--- src/rtl/rvv_backend_dispatch_vrf_scoreboard.sv ---
// Per-register count of dispatched-but-unretired VRF writers; answers, per dispatch
// slot, whether each vector source still has an outstanding producer in the ROB.
module rvv_backend_dispatch_vrf_scoreboard #(
    parameter int DISP_NUM   = 2,
    parameter int RETIRE_NUM = 4,
    parameter int CNT_W      = 4
) (
    input  logic                       clk,
    input  logic                       rst_n,
    input  logic [DISP_NUM-1:0]        disp_fire,
    input  logic [DISP_NUM-1:0]        disp_w_vrf,
    input  logic [DISP_NUM-1:0][4:0]   disp_w_index,
    input  logic [DISP_NUM-1:0][4:0]   q_vs1_index,
    input  logic [DISP_NUM-1:0][4:0]   q_vs2_index,
    input  logic [DISP_NUM-1:0][4:0]   q_vd_index,
    input  logic [DISP_NUM-1:0]        q_vs1_valid,
    input  logic [DISP_NUM-1:0]        q_vs2_valid,
    input  logic [DISP_NUM-1:0]        q_vs3_valid,
    input  logic [DISP_NUM-1:0]        q_vm,
    output logic [DISP_NUM-1:0]        q_vs1_wait,
    output logic [DISP_NUM-1:0]        q_vs2_wait,
    output logic [DISP_NUM-1:0]        q_vd_wait,
    output logic [DISP_NUM-1:0]        q_v0_wait,
    output logic [DISP_NUM-1:0]        q_full,
    input  logic [RETIRE_NUM-1:0]      rt_valid,
    input  logic [RETIRE_NUM-1:0]      rt_w_vrf,
    input  logic [RETIRE_NUM-1:0][4:0] rt_w_index,
    input  logic                       flush,
    output logic                       err_underflow
);

    localparam int SUM_W   = CNT_W + 2;
    localparam int CNT_MAX = (1 << CNT_W) - 1;
    localparam logic [CNT_W-1:0] FULL_THR = CNT_W'(CNT_MAX - DISP_NUM);

    logic [CNT_W-1:0] cnt_reg  [32];
    logic [CNT_W-1:0] cnt_next [32];
    logic [31:0]      underflow_vec;
    logic             err_underflow_reg;

    genvar gi;

    // Two guard bits: the top bit is the sign of cnt + inc - dec.
    generate
        for (gi = 0; gi < 32; gi++) begin : g_reg
            logic [SUM_W-1:0] inc_cnt;
            logic [SUM_W-1:0] dec_cnt;
            logic [SUM_W-1:0] sum;

            always_comb begin
                inc_cnt = '0;
                dec_cnt = '0;
                for (int i = 0; i < DISP_NUM; i++) begin
                    if (disp_fire[i] && disp_w_vrf[i] && (disp_w_index[i] == 5'(gi)))
                        inc_cnt = inc_cnt + SUM_W'(1);
                end
                for (int j = 0; j < RETIRE_NUM; j++) begin
                    if (rt_valid[j] && rt_w_vrf[j] && (rt_w_index[j] == 5'(gi)))
                        dec_cnt = dec_cnt + SUM_W'(1);
                end
                sum = {2'b00, cnt_reg[gi]} + inc_cnt - dec_cnt;
            end

            assign underflow_vec[gi] = sum[SUM_W-1];
            assign cnt_next[gi] = sum[SUM_W-1]              ? '0 :
                                  (sum > SUM_W'(CNT_MAX))   ? CNT_W'(CNT_MAX) :
                                                              sum[CNT_W-1:0];
        end
    endgenerate

    always_ff @(posedge clk or negedge rst_n) begin
        if (!rst_n) begin
            for (int r = 0; r < 32; r++) cnt_reg[r] <= '0;
            err_underflow_reg <= 1'b0;
        end else if (flush) begin
            for (int r = 0; r < 32; r++) cnt_reg[r] <= '0;
        end else begin
            for (int r = 0; r < 32; r++) cnt_reg[r] <= cnt_next[r];
            if (|underflow_vec) err_underflow_reg <= 1'b1;
        end
    end

    assign err_underflow = err_underflow_reg;

    // Queries see registered counts only; same-cycle dispatch/retire is not bypassed.
    generate
        for (gi = 0; gi < DISP_NUM; gi++) begin : g_query
            assign q_vs1_wait[gi] = q_vs1_valid[gi] & (cnt_reg[q_vs1_index[gi]] != '0);
            assign q_vs2_wait[gi] = q_vs2_valid[gi] & (cnt_reg[q_vs2_index[gi]] != '0);
            assign q_vd_wait[gi]  = q_vs3_valid[gi] & (cnt_reg[q_vd_index[gi]] != '0);
            assign q_v0_wait[gi]  = ~q_vm[gi] & (cnt_reg[0] != '0);
            assign q_full[gi]     = cnt_reg[disp_w_index[gi]] > FULL_THR;
        end
    endgenerate

endmodule
--- config.mk ---
export PLATFORM = sky130hd
export DESIGN_NAME = rvv_backend_dispatch_vrf_scoreboard
export DESIGN_NICKNAME = d
export VERILOG_FILES = /design/src/rtl/rvv_backend_dispatch_vrf_scoreboard.sv
export SDC_FILE = /design/constraint.sdc
export NUM_CORES = 1
export LEC_CHECK = 0
export BUFFER_PORTS_ARGS = -buffer_cell sky130_fd_sc_hd__buf_4
export CORE_MARGIN = 2
export CORE_UTILIZATION = 45
export CTS_BUF_LIST = sky130_fd_sc_hd__clkbuf_4 sky130_fd_sc_hd__clkbuf_8 sky130_fd_sc_hd__clkbuf_16
export CTS_CLUSTER_SIZE = 28
export DETAILED_ROUTE_END_ITERATION = 16
export HOLD_SLACK_MARGIN = 0.02
export PLACE_DENSITY = 0.69
export RECOVER_POWER = 100
export SLEW_MARGIN = 20
export SYNTH_ARGS = -nofsm -noshare
export SYNTH_HDL_FRONTEND = slang
export SYNTH_SLANG_ARGS = --single-unit
--- constraint.sdc ---
create_clock -name clk -period 3 [get_ports clk]
set_input_delay 0 -clock clk [delete_from_list [all_inputs] [get_ports clk]]
set_output_delay 0 -clock clk [all_outputs]
set_load 0.05 [all_outputs]
Word level (Yosys, flattened, before mapping)

Index checks and enable logic that the tools add are counted.

Add/sub/neg operators: 192
$lt $le $gt $ge: 42
Equal/unequal tests: 186
Multiplexer cells: 281
Bitwise logic cells: 19
Reduce and logical (&&, ||, !) cells: 213

Operators by type and width:

| cell                | number |
|---|---|
| $add 6x1->6 const B | 128 |
| $mux 6              | 128 |
| $eq 5x5->1 const B  | 96 |
| $mux 4              | 80 |
| $eq 5x4->1 const B  | 48 |
| $logic_and 1x1->1   | 198 |
| $add 4x6->6         | 32 |
| $gt 6x4->1 const B  | 32 |
| $sub 6x6->6         | 32 |
| $bmux 4 s5          | 8 |
| $mux 128            | 1 |
| $eq 5x3->1 const B  | 24 |
| $mux 1              | 64 |
| $eq 5x2->1 const B  | 12 |
| $ge 6x6->1 const B  | 8 |
| $not 5->6           | 8 |
| $reduce_or 32->1    | 1 |
| $eq 5x1->1 const B  | 6 |
| $logic_not 5->1     | 6 |
| $reduce_bool 4->1   | 7 |
| $and 1x1->1         | 8 |
| $gt 4x4->1 const B  | 2 |
| $not 1->1           | 3 |
| $reduce_and 2->1    | 1 |

Bits in registers: 129
Input bits: 83
Output and inout port bits: 11

Longest topological paths before layout

Depth in word-level cells: 14
Depth in mapped cells: 19
Gate-level depth less buffers: 19

Least setup slack after synthesis

OpenSTA, ideal clock, no wires.

Kind: in2reg
Start point: input port rt_w_index[3] (netlist bit)
End point: register err_underflow_reg (netlist: err_underflow)
Setup time: 131 ps
Data arrival time: 3727 ps
Path slack: -858 ps
Cell stages on the path: 16
Cell sequence: or2_2 -> clkbuf_1 -> nor2_1 -> ha_1 -> xnor2_1 -> ha_1 -> mux2_2 -> fa_1 -> inv_1 -> ha_1 -> a21oi_1 -> o211ai_1 -> nand4_1 -> or4b_2 -> nor4b_1 -> o21bai_1

Word-level cells in the longest chain between the ends: 12
Elaborated cells on any way between the ends: 322

RTL lines:

| what                                  | RTL line | source |
|---|---|---|
| start, declared                       | 27       | `input logic [RETIRE_NUM-1:0][4:0] rt_w_index,` |
| $eq 5x1->1 (tied with other cells)    | 58       | `if (rt_valid[j] && rt_w_vrf[j] && (rt_w_index[j] == 5'(gi)))` |
| $logic_and 1x1->1                     | 58       |  |
| $mux 1                                | 58       |  |
| $add 6x1->6                           | 59       | `dec_cnt = dec_cnt + SUM_W'(1);` |
| $mux 6                                | 58       |  |
| $add 6x1->6                           | 59       |  |
| $mux 6                                | 58       |  |
| $add 6x1->6                           | 59       |  |
| $mux 6                                | 58       |  |
| $sub 6x6->6                           | 61       | `sum = {2'b00, cnt_reg[gi]} + inc_cnt - dec_cnt;` |
| $reduce_or 32->1 (*)                  | 79       | `if (\|underflow_vec) err_underflow_reg <= 1'b1;` |
| $reduce_and 2->1 (no source line) (*) | --       |  |
| end signal, assigned                  | 74       | `err_underflow_reg <= 1'b0;` |
| end signal, assigned                  | 79       |  |
| end, declared                         | 39       | `logic err_underflow_reg;` |

Mark *: on every way between the ends. The rest lies on a longest branch, timed or not.
A chain may end at the register's enable or synchronous reset.

Final worst setup path

Start point: input port rt_w_vrf[0]
End point: register err_underflow_reg (netlist: err_underflow)

Word-level cells in the longest chain between the ends: 12
Elaborated cells on any way between the ends: 291

RTL lines:

| what                                  | RTL line | source |
|---|---|---|
| start, declared                       | 26       | `input logic [RETIRE_NUM-1:0] rt_w_vrf,` |
| $logic_and 1x1->1 (*)                 | 58       |  |
| $logic_and 1x1->1                     | 58       |  |
| $mux 1                                | 58       |  |
| $add 6x1->6                           | 59       |  |
| $mux 6                                | 58       |  |
| $add 6x1->6                           | 59       |  |
| $mux 6                                | 58       |  |
| $add 6x1->6                           | 59       |  |
| $mux 6                                | 58       |  |
| $sub 6x6->6                           | 61       |  |
| $reduce_or 32->1 (*)                  | 79       |  |
| $reduce_and 2->1 (no source line) (*) | --       |  |

Marked as above.

==> flow_summary_export.csv <==
group,metric,value,unit
setup_path,cp-endpoint,"err_underflow",
routing,drt_iter0_markers,1550,
floorplanning,rows,77,
setup_path,path_cells,"buf_4 -> buf_6 -> nand3_4 -> or2_4 -> nor2_2 -> ha_1 -> xor2_1 -> ha_1 -> mux2i_1 -> fa_1 -> ha_1 -> a21o_1 -> nand4_1 -> a21boi_0 -> buf_4 -> nand4_1 -> nor4b_4 -> o21bai_1",
final_layout,syn_to_final_growth,48.1,%
clock_network,path_clk_slew,0.07,ns
yosys,netlist.area_leader.share,21.6,%
setup_path,required,3.35,ns
yosys,post_synth.cell_area_avg,8.80,um2
setup_path,r2r-end,"err_underflow",
setup_path,timing.critical_path.slowest_stage_cell,"fa_1",
setup_path,cp_common_cell,"ha_1",
clock_network,h-tree-depth,4,
yosys,ys_types,65,
timing,slew_viol_final,62,
yosys,synth_edf_count,0,
routing,wl,77400,um
yosys,ys_seq_elements,129,
timing,fin_ws,-0.745,ns
final_layout,n_fill_cell,3389,
timing,fin_crit,3.75,ns
placed_design,hpwlAfterDp,61600,um
final_layout,layout.nets,3670,
timing,rsz0062_at_grt,"yes",
timing,hold_viol,0,
global_route,antenna_found_initial,0,
placed_design,io_buffer_count,93,
power_and_ir_drop,powerDensity,736,nW/um2
timing,tightest_slew,1.78,ns
floorplanning,die_y,217,um
final_layout,fin_area,30200,um2
setup_path,end_kind,"flip-flop",
global_route,grt_max_degree,64,
outcome,status,"finished, violations left",
yosys,syn_area,20400,um2
clock_network,cts_buffers,17,
global_route,grt_pass1_vias,21300,
placed_design,gp_congestion,1.03,
setup_path,worstPathArrival,4.10,ns
clock_network,clock_path_buffers,2,
routing,drc,0,
timing,fin_crit_sh,125,%
power_and_ir_drop,peakVddDrop,0.607,mV
final_layout,multi_input_area,18200,um2
timing,fin_skew,0.00953,ns
final_layout,layout.area.seq,3230,um2
setup_path,r2r_setup_slack,0.02,ns
setup_path,path_class,"in -> reg",
global_route,grt_pass1_wl,115000,um
routing,vias,20800,
final_layout,largest_reg_flops,128,
global_route,grt_use_total,32.4,%
timing,final-setup-viol-count,100,
timing,max_freq,0.267,GHz
clock_network,cts_tree,"yes",
routing,wl_per_cell,20.7,um
clock_network,clock-sinks,129,
setup_path,timing.rr.start,"cnt_reg[9]",
outcome,failed_checks,"capacitance limit, slew limit, setup timing",
final_layout,diodes,0,
floorplanning,io_pins,94,
timing,hold_slack,0.141,ns
power_and_ir_drop,finalPower,22.2,mW
power_and_ir_drop,power_leakage,14.8,nW
job,drv_cap,1,
yosys,synth_ff_type,"dfrtp_1",
yosys,synth-seq-area-share,15.8,%
routing,postRouteAntennaNets,0,
setup_path,crit_path_start_kind,"input pin",
yosys,synth_cells,2317,
placed_design,dpl_cell_area,26900,um2
floorplanning,fp.coreArea,44500,um2
routing,vias_per_cell,5.55,
yosys,yosys-top-cells-area,"ha_1 (22%), dfrtp_1 (16%), fa_1 (9.4%), mux4_2 (6.7%), inv_1 (5.9%)",
yosys,async_reset_ff_share,100,%
yosys,yosysTopAreaCell,"ha_1",
worst_hold_path,hp-class,"in -> reg",
global_route,grt_overflow_total,0,
clock_network,clk_latency,0.50,ns
floorplanning,die_w,217,um
clock_network,ctsRootBufferMaster,"clkbuf_16",
yosys,ys_warn_count,0,
floorplanning,die_area,47000,um2
worst_hold_path,min_from,"flush",
setup_path,max_stage_delay,0.49,ns
setup_path,ff2ff_path_depth,10,
setup_path,startpoint,"rt_w_vrf[0]",
setup_path,cp_max_fo,4,
final_layout,drive_gt1_share,40.8,%
routing,firstDrtPassIters,5,
timing,relSlewSlack,-18.9,%
floorplanning,start_util,45.8,%
-- through the flow --
stage / setup slack, ns / setup TNS, ns / std cells / util, %
2_1_floorplan: -0.606 / -14.06 / 2379 / -
3_5_place_dp: -1.43 / -99.87 / 3630 / 60.5
5_1_grt: -0.873 / -32.78 / 3744 / 67.9
6_report: -0.745 / -21.93 / 3744 / 67.9
4_1_cts: -0.664 / -13.93 / 3699 / 64.6
3_3_place_gp: -1.28 / -91.88 / 3630 / 60.5
-- where the power goes --
part           leakage (nW)  switching [mW]  internal [mW]
sequential             1.71           0.769           2.39
combinational          12.8            8.38           8.26
clock                 0.308           0.951           1.48
total                  14.8            10.1           12.1
-- kinds of logic after synthesis --
logic type	count (synthesis)	synth area share (%)
adder cells (fa/ha/maj)	448	31.0
buffers and inverters	371	6.89
other	2	0.0368
AND/OR/NAND/NOR	666	15.9
AO/OA/AOI/OAI	393	11.9
XOR/XNOR	194	8.33
multiplexers	114	10.0
flip-flops	129	15.8
-- cells in the final DEF, fill, tap and decap left out, drive strengths merged, types with 21 or more instances in the layout --
cell | netlist | layout
buf | 9 | 785
ha | 352 | 352
inv | 319 | 320
nor2 | 216 | 216
a21oi | 177 | 177
nand2 | 160 | 160
dfrtp | 129 | 129
xor2 | 107 | 107
fa | 96 | 96
xnor2 | 87 | 87
mux4 | 69 | 69
conb | 2 | 64
nand3 | 58 | 58
a21o | 49 | 49
o21ai | 40 | 40
nor2b | 39 | 39
mux2i | 37 | 37
nand2b | 35 | 35
o21a | 33 | 33
nor4 | 31 | 31
clkbuf | 43 | 28
or2 | 25 | 25
nor3 | 21 | 21
-- worst max-delay path: cells and delay by family --
kind / cells / cell delay (ns)
compound gates: 3 / 0.54
xor+xnor: 1 / 0.19
fa+ha+maj: 4 / 1.40
buf+inv: 3 / 0.34
mux: 1 / 0.24
simple gates: 6 / 1.39
-- synth_stat cells, types with 6 or more instances --
library cell / count
ha_1: 352
inv_1: 319
nor2_1: 216
a21oi_1: 177
nand2_1: 160
dfrtp_1: 129
xor2_1: 107
fa_1: 96
xnor2_1: 87
mux4_2: 61
nand3_1: 58
a21o_1: 49
clkbuf_1: 41
nor2b_1: 39
mux2i_1: 37
o21ai_0: 37
nand2b_1: 35
o21a_1: 33
nor4_1: 31
or2_2: 23
a31oi_1: 20
nor3_1: 19
and3b_1: 17
a221oi_1: 16
nand3b_1: 16
nand4_1: 16
o21bai_1: 12
or4_1: 9
mux2_2: 8
mux4_1: 8
buf_2: 7
nor3b_1: 7
o211ai_1: 7
o22ai_1: 6
-- cell type report --
class / count / area share (%)
multi-input combinational: 1879 / 60.2
timing repair buffer: 793 / 20.5
sequential: 129 / 10.7
inverter: 319 / 3.99
tap: 592 / 2.45
clock buffer: 21 / 1.59
clock inverter: 11 / 0.584
-- worst min-delay path by stage --
stage | end | slack (ns) | depth (start not counted)
3_5_place_dp | cnt_reg[15] | 0.05 | 1
5_1_grt | err_underflow | 0.14 | 2
2_1_floorplan | cnt_reg[0] | -0.30 | 0
6_report | err_underflow | 0.14 | 2
4_1_cts | err_underflow | 0.05 | 2
3_3_place_gp | cnt_reg[15] | 0.03 | 1
-- metal layers --
metal,part of all wire (%),global-route usage [%],up-vias
met5,0,0,-
met4,6.9,19.5,0
met3,7.5,6.16,285
met2,47,54.3,886
met1,39,38.8,10100
li1,-,-,9518
-- repair_timing --
item,4_1_cts,5_1_grt
resized for setup,187,250
endpoints found under the hold margin,64,0
setup endpoints to repair,122,133
hold buffers,1,0
buffers inserted,37,59
pin swaps,107,196
(Power assumes the default switching activity.)
